## src/rtl/debug_trace_buffer.sv

```systemverilog
// debug_trace_buffer
// Watches the processor debug bus and records one 28-bit trace entry
// {State, PC, A, B} whenever the program counter moves. Entries are held
// in a DEPTH-deep FIFO. They are streamed out as four bytes per entry over
// a valid/ready handshake, with out_last marking the final byte.
module debug_trace_buffer #(
  parameter  int DEPTH = 16,
  localparam int CW    = $clog2(DEPTH + 1)
) (
  input  logic          clk,
  input  logic          rst,
  input  logic          capture_en,
  input  logic          clear_ovf,
  input  logic [7:0]    debug_A,
  input  logic [7:0]    debug_B,
  input  logic [7:0]    debug_PC,
  input  logic [3:0]    debug_State,
  output logic [7:0]    out_data,
  output logic          out_valid,
  input  logic          out_ready,
  output logic          out_last,
  output logic [CW-1:0] count,
  output logic          full,
  output logic          empty,
  output logic          overflow
);

  localparam int            AW      = $clog2(DEPTH);
  localparam logic [CW-1:0] DEPTH_C = CW'(DEPTH);

  typedef enum logic [2:0] {
    IDLE = 3'd0,
    B0   = 3'd1,
    B1   = 3'd2,
    B2   = 3'd3,
    B3   = 3'd4
  } ser_state_t;

  ser_state_t    state_q, state_d;
  logic [AW-1:0] wrPtr_q, wrPtr_d;
  logic [AW-1:0] rdPtr_q, rdPtr_d;
  logic [CW-1:0] count_q, count_d;
  logic [7:0]    prevPc_q, prevPc_d;
  logic          armed_q, armed_d;
  logic          overflow_q, overflow_d;
  logic [27:0]   mem_q [DEPTH];

  logic          captureReq;
  logic          popEntry;
  logic          pushEntry;
  logic          dropEntry;
  logic [27:0]   newEntry;
  logic [27:0]   headEntry;

  assign newEntry  = {debug_State, debug_PC, debug_A, debug_B};
  assign headEntry = mem_q[rdPtr_q];

  // Decide this edge's capture, pop, push and drop.
  // A pop that completes on the same edge frees a slot, so a full FIFO
  // can still accept an entry.
  always_comb begin
    captureReq = capture_en && (armed_q || (debug_PC != prevPc_q));
    popEntry   = (state_q == B3) && out_ready;
    pushEntry  = captureReq && ((count_q < DEPTH_C) || popEntry);
    dropEntry  = captureReq && !pushEntry;
  end

  // Compute the next values of the pointers, the occupancy, the PC tracker and the overflow flag.
  // On a drop, setting overflow takes priority over clear_ovf.
  always_comb begin
    wrPtr_d    = wrPtr_q;
    rdPtr_d    = rdPtr_q;
    count_d    = count_q;
    prevPc_d   = prevPc_q;
    armed_d    = armed_q;
    overflow_d = overflow_q;

    if (pushEntry) begin
      wrPtr_d = wrPtr_q + AW'(1);
    end
    if (popEntry) begin
      rdPtr_d = rdPtr_q + AW'(1);
    end

    case ({pushEntry, popEntry})
      2'b10:   count_d = count_q + CW'(1);
      2'b01:   count_d = count_q - CW'(1);
      default: count_d = count_q;
    endcase

    if (capture_en) begin
      prevPc_d = debug_PC;
    end
    if (captureReq) begin
      armed_d = 1'b0;
    end

    if (dropEntry) begin
      overflow_d = 1'b1;
    end else if (clear_ovf) begin
      overflow_d = 1'b0;
    end
  end

  // Register the FIFO bookkeeping, the PC tracker and the flags.
  // A reset discards every stored entry by zeroing the pointers and the count.
  always_ff @(posedge clk) begin
    if (rst) begin
      wrPtr_q    <= '0;
      rdPtr_q    <= '0;
      count_q    <= '0;
      prevPc_q   <= 8'h00;
      armed_q    <= 1'b1;
      overflow_q <= 1'b0;
    end else begin
      wrPtr_q    <= wrPtr_d;
      rdPtr_q    <= rdPtr_d;
      count_q    <= count_d;
      prevPc_q   <= prevPc_d;
      armed_q    <= armed_d;
      overflow_q <= overflow_d;
    end
  end

  // Write the entry storage.
  // Only the write-pointer slot changes, so the head entry stays stable while it is serialized.
  always_ff @(posedge clk) begin
    if (pushEntry) begin
      mem_q[wrPtr_q] <= newEntry;
    end
  end

  // Register the serializer state.
  // A reset returns it to IDLE and drops any byte in flight.
  always_ff @(posedge clk) begin
    if (rst) begin
      state_q <= IDLE;
    end else begin
      state_q <= state_d;
    end
  end

  // Compute the serializer's next state.
  // Each byte advances only on a handshake. After B3 it always passes through IDLE,
  // which leaves a one-cycle gap between entries.
  always_comb begin
    state_d = state_q;
    case (state_q)
      IDLE: begin
        if (count_q != '0) begin
          state_d = B0;
        end
      end
      B0: begin
        if (out_ready) begin
          state_d = B1;
        end
      end
      B1: begin
        if (out_ready) begin
          state_d = B2;
        end
      end
      B2: begin
        if (out_ready) begin
          state_d = B3;
        end
      end
      B3: begin
        if (out_ready) begin
          state_d = IDLE;
        end
      end
      default: state_d = IDLE;
    endcase
  end

  // Drive the byte stream from the head entry.
  // The output depends only on the registered state and the head slot, so it stays stable while stalled.
  always_comb begin
    out_valid = 1'b0;
    out_last  = 1'b0;
    out_data  = 8'h00;
    case (state_q)
      B0: begin
        out_valid = 1'b1;
        out_data  = {4'hA, headEntry[27:24]};
      end
      B1: begin
        out_valid = 1'b1;
        out_data  = headEntry[23:16];
      end
      B2: begin
        out_valid = 1'b1;
        out_data  = headEntry[15:8];
      end
      B3: begin
        out_valid = 1'b1;
        out_last  = 1'b1;
        out_data  = headEntry[7:0];
      end
      default: begin
        out_valid = 1'b0;
        out_last  = 1'b0;
        out_data  = 8'h00;
      end
    endcase
  end

  assign count    = count_q;
  assign full     = (count_q == DEPTH_C);
  assign empty    = (count_q == '0);
  assign overflow = overflow_q;

endmodule

```

## config.mk

```make
export PLATFORM = sky130hd
export DESIGN_NAME = debug_trace_buffer
export DESIGN_NICKNAME = d
export VERILOG_FILES = /design/src/rtl/debug_trace_buffer.sv
export SDC_FILE = /design/constraint.sdc
export NUM_CORES = 1
export LEC_CHECK = 0
export CAP_MARGIN = 30
export CELL_PAD_IN_SITES_DETAIL_PLACEMENT = 1
export CELL_PAD_IN_SITES_GLOBAL_PLACEMENT = 2
export CORE_ASPECT_RATIO = 1.4
export CORE_MARGIN = 8
export CORE_UTILIZATION = 43
export DETAILED_ROUTE_END_ITERATION = 10
export PLACE_DENSITY_LB_ADDON = 0.08
export SYNTH_ARGS = -nofsm -noshare
export SYNTH_HDL_FRONTEND = slang
export SYNTH_SLANG_ARGS = --single-unit
```

## constraint.sdc

```tcl
create_clock -name clk -period 3.65 [get_ports clk]
set_input_delay 0.365 -clock clk [delete_from_list [all_inputs] [get_ports clk]]
set_output_delay 0.365 -clock clk [all_outputs]
set_load 0.05 [all_outputs]
```

==> metrics.txt, run 1 <==
status=complete, no violations; Yosys top cell by area=edfxtp_1; min Tclk post-route=roughly 3500 ps; ys flop type=edfxtp_1; CP delay by family, top=simple AND/OR/NAND/NOR gates; # IOs=51; Remaining DRCs=0; global-route wire length before repair=71240 um; Worst-Skew Late Latency=between 500 and 600 ps; final hold viol count=0; largest net degree at the start of global routing=40; Global Route Usage Sum=19.53%; gpl congestion=0.7379; most frequent cells in the layout=edfxtp_1, mux4_2, mux2i_1, buf_4, clkbuf_16; fmax=286.8 MHz; Reg2Reg Launch Point=state_q[2]; Worst setup endpoint=out_data[0]; initial antenna violation count=0; Final Worst Setup Slack=about 160 ps; Layout Cells excl Fill=1672; clk root buf=clkbuf_16; synthesized instance count=around 960; share of post-route cells with drive strength above 1=25.09%; Nets=1126; critical path type=reg -> out; largest family of logic cells by synthesized area=multiplexers; commonest non-fill, non-tap cell in the layout=edfxtp_1; final setup violation count=0; DR vias=roughly 9500; Bufs on Longest Clock Path=3; dpl ws=-0.5067 ps; # placed instances=1581; Setup crit end kind=output pin; Power Dens Cells=506.7 nW/um^2; Mapped Area=18790 um^2; FF-to-FF setup slack=550 ps; hold-fix buffers at CTS=0; simple-gate portion of the synthesized area=3.623%; starting DRC count in detailed routing=717; R2R cell count=12; max-cap viol count=0; synthesized area per cell=between 15 and 20 um^2; Leakage Power=7.017 nW; GRT overflow=0; die area=50730 um^2; post-synthesis register bit count=478; Unique masters post-synth=55; TritonCTS sink count=approximately 480; DRT Wirelength=48900 um; Worst Tran Pin Value=approximately 700 ps; Cell Area, Placed=a little over 20000 um^2; post-synthesis mux area share=15.48%; Reg area=14060 um^2; core area=43130 um^2; Die Y=263.3 um; CP Launch Point=state_q[2]; Diodes inserted=0; Setup Skew=roughly 21 ps; vias per inst=5.658; Final ANT Viol Nets=0; Bufs and invs on worst path=2; post-route cell area=between 20000 and 25000 um^2; Pins Over Slew Limit=0; Compound-Gate Fraction of Synth Area=roughly 3.0%; Synth top area share=a little under three quarters; HP Class=in -> reg; XOR/XNOR share of the synthesized area=less than 1%; Crit path largest cell delay=640 ps; R2R Path End=count[4]; crit start category=flip-flop; Async SR Flop Fraction=0%; syn nets=1000; Worst-path clk slew=approximately 60 ps; crit-path max FO=14; Post-Synth Adder-Cell Area=0.5994%; Worst EP required=3280 ps; Pwr Total=11.23 mW; Seq/Total Area, Yosys=74.81%; RSZ-0062 raised after global routing=no; TritonCTS clock tree=done; fill count=just under 4000; Pre-antenna DRT Iters=5; Row Count=90; Die W=192.7 um; area taken by multi-input logic gates=about 4600 um^2; Worst slew margin=52.74%; Yosys warning total=0; Max stage delay cell, worst path=dfxtp_1; DPL Wire Length=29030 um; Area contributors post-synth=edfxtp_1, mux4_2, mux2i_1; Data arrival, critical path=3120 ps; Wirelength per Cell=29.24 um; Post-synth EDFFs=448; Initial Utilization=a little over two fifths; CTS buffer count=47; IO Port Bufs=50; VDD IR-drop max=348.0 uV; vias in the first global route=just over 10000; Final Cycle Share=95.53%; CP Depth=7; H-Tree Level Count=2; setup TNS=0 ps; worst path cell trace=or3b_2 > inv_1 > nand2_1 > o22ai_1 > nor2_1 > nand4_1 > buf_4; Synth-to-Final Area Change=17.93%
==> synthesized netlist by cell type, drive strengths merged (4+ instances only) <==
master  number
o21ai        9
a31oi        4
nand4        4
ha           9
a211oi       8
nand2b       6
mux2i       69
a22oi       13
mux2        11
xnor2        4
a21oi       17
inv         13
edfxtp     448
nor3        11
nand2       17
clkbuf      19
xor2        13
o22ai        9
and3         4
nor2b        7
nand3       11
dfxtp       30
buf         31
nor2        55
mux4        93
==> how the worst min path moves through the flow <==
stage / depth (start not counted) / start / to / slack [ps]
final: 3 / clear_ovf / overflow / 450
after global routing: 3 / clear_ovf / overflow / 480
after CTS: 3 / clear_ovf / overflow / 420
after detailed placement: 1 / armed_q / armed_q / 450
after global placement: 1 / armed_q / armed_q / 440
after floorplan: 1 / armed_q / armed_q / 430
==> worst register-to-register path, delay by kind of cell (launching register included) <==
kind | cells | cell delay [ps]
DFF | 1 | 640
adders and majority gates | 2 | 510
buffers and inverters | 1 | 90
and+or+nand+nor | 2 | 670
xor gates and xnor gates | 1 | 180
AOI/OAI and AO/OA | 6 | 920
==> flip-flops by register name (all words and copies together) (netlist names), named ones only <==
name and flops:
overflow 1, count 5, state_q 3, prevPc_q 8, mem_q 448, armed_q 1, wrPtr_q 4, rdPtr_q 4
==> timing repair <==
| item | 4_1_cts | 5_1_grt |
|---|---|---|
| gates resized for setup | 0 | 2 |
| setup endpoints to repair | 2 | 6 |
| setup buffers | 5 | 1 |
==> per-layer routing <==
layer	global-route usage (%)	wire length, um
met5	0	0
met3	2.527	1663
met1	24.85	20170
met4	5.627	1175
met2	34.26	25890
==> through the flow <==
step           hold WS (ps)  utilization, %
6_report              449.8           51.37
5_1_grt               476.5           51.37
4_1_cts               420.1           51.29
3_5_place_dp          449.9           47.81
3_3_place_gp          436.5           47.81
2_1_floorplan         431.2               -
==> where the power goes <==
group | switching [mW] | internal, mW | leakage [nW]
Sequential | 0.0322 | 6.07 | 4.29
Combinational | 0.370 | 0.193 | 2.03
Clock | 2.03 | 2.53 | 0.693
==> kinds of logic after synthesis <==
kind of cell | count (synthesis)
XOR/XNOR | 17
flip-flops | 478
AND/OR/NAND/NOR | 136
AO/OA/AOI/OAI | 82
adder cells (fa/ha/maj) | 9
multiplexers | 173
buffers and inverters | 63
==> area by class of cell <==
| cell class | count | area share, % |
|---|---|---|
| Sequential cell | 478 | 63.48 |
| Multi-Input combinational cell | 417 | 20.57 |
| Timing Repair Buffer | 127 | 6.167 |
| Clock buffer | 63 | 5.766 |
| Tap cell | 552 | 3.117 |
| Clock inverter | 22 | 0.6721 |
| Inverter | 13 | 0.2203 |
Power figures use the tool's default switching activity.
==> run 2: changes to the inputs <==
Settings changed: PLACE_DENSITY set to 0.83, PLACE_DENSITY_LB_ADDON 0.08 to unset.
==> run 2 against run 1 <==
Compared with the run above:
- clock skew increased by 7.2 ps
- non-clock buffer count decreased by 7
- final area decreased by 0.81%
- routed wire length decreased by 1.1%
- final cell count decreased by 0.96%
- combinational power about the same
- sequential power about the same
- hold slack improved by 22 ps
- highest routed layer unchanged
==> metrics.txt, run 2 (synthesis gave the netlist of run 1 again) <==
status=complete, no violations; Final Cycle Share=95.35%; min Tclk post-route=3480 ps; # IOs=51; Setup Skew=28.32 ps; hold depth=3; Worst Tran Pin Value=754.3 ps; setup TNS=0 ps; area taken by multi-input logic gates=4556 um^2; DR vias=~9800; Worst Hold End=overflow; Comb power frac=5.1%; TritonCTS sink count=478; clk root buf=clkbuf_16; HP Class=in -> reg; GRT overflow=0; FF-to-FF setup slack=~690 ps; VDD IR-drop max=263.4 uV; Leakage Power=6.919 nW; largest net degree at the start of global routing=30; Hold Slack=471.5 ps; Hold Path Origin=clear_ovf; Power Dens Cells=roughly 500 nW/um^2; IO Port Bufs=50; sequential share of power=between 50% and 60%; R2R cell count=12; starting DRC count in detailed routing=954; Row Count=90; clock share of power=between 30 and 40%; Most flops, register=mem_q; Wirelength per Cell=29.21 um; dpl ws=between 100 and 150 ps; Pre-antenna DRT Iters=7; Cell Int Power=between 8 and 9 mW; critical path type=reg -> out; vias in the first global route=10930; Final Worst Setup Slack=169.8 ps; initial antenna violation count=1; commonest non-fill, non-tap cell in the layout=edfxtp_1; max reg flops=448; DPL Wire Length=roughly 28000 um; Nets=roughly 1100; crit start category=flip-flop; CTS buffer count=42; Setup crit end kind=output pin; die area=between 50000 and 60000 um^2; DRT Wirelength=48370 um; RSZ-0062 raised after global routing=no; global-route wire length before repair=70720 um; Global Route Usage Sum=19.15%; fmax=287.3 MHz; max-cap viol count=0; crit-path max FO=6; Reg area=14060 um^2; NetSw=2.348 mW; sw frac=21.27%; final hold viol count=0; H-Tree Level Count=2; final setup violation count=0; TritonCTS clock tree=done; fill count=3868; share of post-route cells with drive strength above 1=24.00%; Initial Utilization=between 40% and 50%; Pins Over Slew Limit=0; Worst-path clk slew=70 ps; Data arrival, critical path=3120 ps; Diodes inserted=0; R2R Path End=count[4]; Synth-to-Final Area Change=16.97%; Reg2Reg Launch Point=state_q[2]; most frequent cells in the layout=edfxtp_1, mux4_2, mux2i_1, buf_4; vias per inst=between 5 and 6; core area=43130 um^2; Worst-Skew Late Latency=560 ps; Remaining DRCs=0; Bufs on Longest Clock Path=3; gpl congestion=roughly 0.77; Worst EP required=around 3300 ps; Die Y=263.3 um; Die W=192.7 um; Final ANT Viol Nets=0; Worst slew margin=approximately 50%
run 2: changes by cell type in the layout (fill, tap and decap cells not counted):
cell / delta
nor2_1: +1
bufinv_16: +2
buf_4: -6
clkinv_2: -4
clkinv_1: -1
clkinv_8: -1
clkbuf_16: -5
buf_16: -1
nor2_2: -1
run 2: power by group through the flow:
stage	sequential, mW	combinational, mW	clock (mW)
floorplan	6.22	0.263	0
global placement	6.21	0.546	0
detailed placement	6.22	0.568	0
CTS	6.10	0.572	4.42
global route	6.10	0.598	4.59
finish	6.10	0.564	4.37
run 2: layout make-up:
cell class / count / area share, %
inverters: 13 / 0.2221
repair buffers: 120 / 5.887
multi-input cells: 417 / 20.73
well taps: 552 / 3.143
clock inverters: 18 / 0.7687
clock buffers: 58 / 5.244
flip-flops and latches: 478 / 64.00
run 2: layer usage:
layer | vias to the layer above | routed length, um | track usage (%)
met5 | - | 0 | 0
met2 | 358 | 25760 | 34.09
met1 | 5180 | 18240 | 22.72
li1 | 4116 | - | -
met3 | 104 | 2472 | 2.593
met4 | 0 | 1901 | 8.151
run 2: through the flow:
| stage | util [%] | cell area [um^2] | cells | total power [mW] |
|---|---|---|---|---|
| after global placement | 47.71 | 20580 | 1575 | 6.759 |
| after detailed placement | 47.71 | 20580 | 1575 | 6.789 |
| after global routing | 50.95 | 21970 | 1656 | 11.29 |
| final | 50.95 | 21970 | 1656 | 11.04 |
| after CTS | 50.95 | 21970 | 1656 | 11.10 |
| after floorplan | - | 18810 | 958 | 6.480 |
run 2: worst max path at each step:
| stage | startpoint | cells after the start | slack, ps | endpoint |
|---|---|---|---|---|
| final | flip-flop | 8 | 170 | out_data[2] |
| after global routing | flip-flop | 8 | 40 | out_data[2] |
| after CTS | flip-flop | 8 | 110 | out_data[2] |
| after detailed placement | debug_PC[6] | 11 | 150 | count[3] |
| after global placement | debug_PC[6] | 11 | 170 | count[3] |
| after floorplan | state_q[1] | 6 | 600 | mem_q[15][0] |
run 2: timing repair:
item | in CTS | in global routing
buffers inserted | 5 | 0
hold buffers | 0 | 0
resized for setup | 1 | 0
endpoints found under the setup margin | 2 | 0
run 2: critical path, stage by stage, from the launching register on:
cell and delay (ps):
dfxtp_4 410, buf_4 210, mux4_2 520, mux2i_1 180, nor2_1 60, a2111oi_0 490
buf_4 200, nand4_1 210, buf_4 270
==> RTL edit, RTL diff (settings of run 1) <==
Re-encode `ser_state_t` (5 states) as one-hot, 5 bits wide.
--- a/src/rtl/debug_trace_buffer.sv
+++ b/src/rtl/debug_trace_buffer.sv
@@ -29,10 +29,10 @@
   localparam logic [CW-1:0] DEPTH_C = CW'(DEPTH);
 
-  typedef enum logic [2:0] {
-    IDLE = 3'd0,
-    B0   = 3'd1,
-    B1   = 3'd2,
-    B2   = 3'd3,
-    B3   = 3'd4
+  typedef enum logic [4:0] {
+    IDLE = 5'b00001,
+    B0   = 5'b00010,
+    B1   = 5'b00100,
+    B2   = 5'b01000,
+    B3   = 5'b10000
   } ser_state_t;
 
Behaviour: no difference found for any inputs over 4 cycles, from zero or initial values and one cycle with rst high; so few cycles prove little.
==> RTL edit against run 1 <==
- die area rose by 0.36%
- fmax fell by 1.3%
- core utilization down 0.064 points
- non-clock buffer count up 2
- setup slack got worse by 0.046 ns
- wire length up 1.3%
- sequential power grew 0.7%
- via count rose by 0.53%
- largest power group unchanged
- first-iteration DRC count decreased by 6.8%
- synthesized area up 0.39%
- sequential cell count up 2
- cell area is 1.2% higher
- power is 3.4% higher
- final cell count is 0.42% lower
==> RTL edit: results (changes against run 1) <==
Area after DPL 20810 µm² (was 20620 µm²); Critical Path Max Stage Delay 0.84 ns (was 0.64 ns); M1 GR Usage 25.95% (was 24.85%); first-pass GRT wire length 71950 µm (was 71240 µm); Post-Route WL 49560 µm (was 48900 µm); 1st-pass router iterations 6 (was 5); layout cells sized above 1 27.37% (was 25.09%); sequential area share after synthesis 74.73% (was 74.81%); pin count of the biggest net entering global routing 51 (was 40); synthesized instance count 946 (was 958); Total Power 0.01161 W (was 0.01123 W); grt met2 use 33.67% (was 34.26%); post-DP HPWL 30230 µm (was 29030 µm); GP Congestion 0.7728 (was 0.7379); arrival time of the worst setup path 3.17 ns (was 3.12 ns); routed len/inst 29.76 µm (was 29.24 µm); Slowest-stage cell, CP clkdlybuf4s50_1 (was dfxtp_1); beginning of the critical path state_q[4] (was state_q[2]); vias in the first global route 10430 (was 10390); # Post-CTS Setup Buffers 1 (was 5); Synth top cells by count edfxtp_1 (448), mux4_2 (111), nor2_1 (43) (was edfxtp_1 (448), mux4_2 (93), mux2i_1 (69)); number of max-cap violations 0 (unchanged); met3 GRT Util 2.732% (was 2.527%); Critical Path End out_last (was out_data[0]); top post-synthesis cells by area edfxtp_1 (71%), mux4_2 (13%), dfxtp_1 (3.4%) (was edfxtp_1 (72%), mux4_2 (11%), mux2i_1 (3.7%)); met2 WL 25800 µm (was 25890 µm); EDFF count, synth 448 (unchanged); synth unique cells 59 (was 55); R2R Setup Slk 0.66 ns (was 0.55 ns); Post-Syn Nets 988 (was 1000); Min Hold Slack 0.4499 ns (was 0.4498 ns); Static Leak 7.079 nW (was 7.017 nW); clk pwr 0.00495 W (was 0.00456 W); DR WL met3 2016 µm (was 1663 µm); fill cell count 3927 (was 3903); post-place setup slack 0.1000 ns (was -0.0005067 ns); maximum vdd drop 374.7 µV (was 348.0 µV); DRT met1 WL 20590 µm (was 20170 µm); GRT Util Overall 19.64% (was 19.53%); status complete, no violations (unchanged); Comb pwr share 4.5% (was 5.0%); worst hold stages 4 (was 3); Slew @ Worst Pin 0.6955 ns (was 0.7035 ns); placed instance count 1577 (was 1581); CP max FO 9 (was 14); fin nets 1112 (was 1126)
==> RTL edit: cell types whose count changed after synthesis, sizes merged, moves of 6 or more <==
cell and delta:
nand2 +12, mux2i -45, buf +7, and2 +6, nor2 -12, mux4 +18
==> RTL edit: kinds of logic after synthesis <==
group                      share of synthesized area, %
DFF                                               74.73
AOI/OAI and AO/OA                                 3.151
xor gates and xnor gates                         0.6966
muxes                                             15.01
buffers and inverters                             1.679
adders and majority gates                        0.5971
and+or+nand+nor                                   4.140
==> RTL edit: worst max-delay path, delay by kind of cell (launching register included) <==
kind / cells / cell delay (ns)
DFF: 1 / 0.51
and+or+nand+nor: 2 / 0.73
buffers and inverters: 3 / 1.36
==> RTL edit: layout make-up <==
class / instances / area, µm² / area share (%)
flip-flops and latches: 480 / 14100 / 62.88
multi-input cells: 402 / 4592 / 20.47
repair buffers: 129 / 1433 / 6.387
clock buffers: 65 / 1324 / 5.901
well taps: 558 / 698.2 / 3.112
clock inverters: 21 / 242.7 / 1.082
inverters: 10 / 37.54 / 0.1673
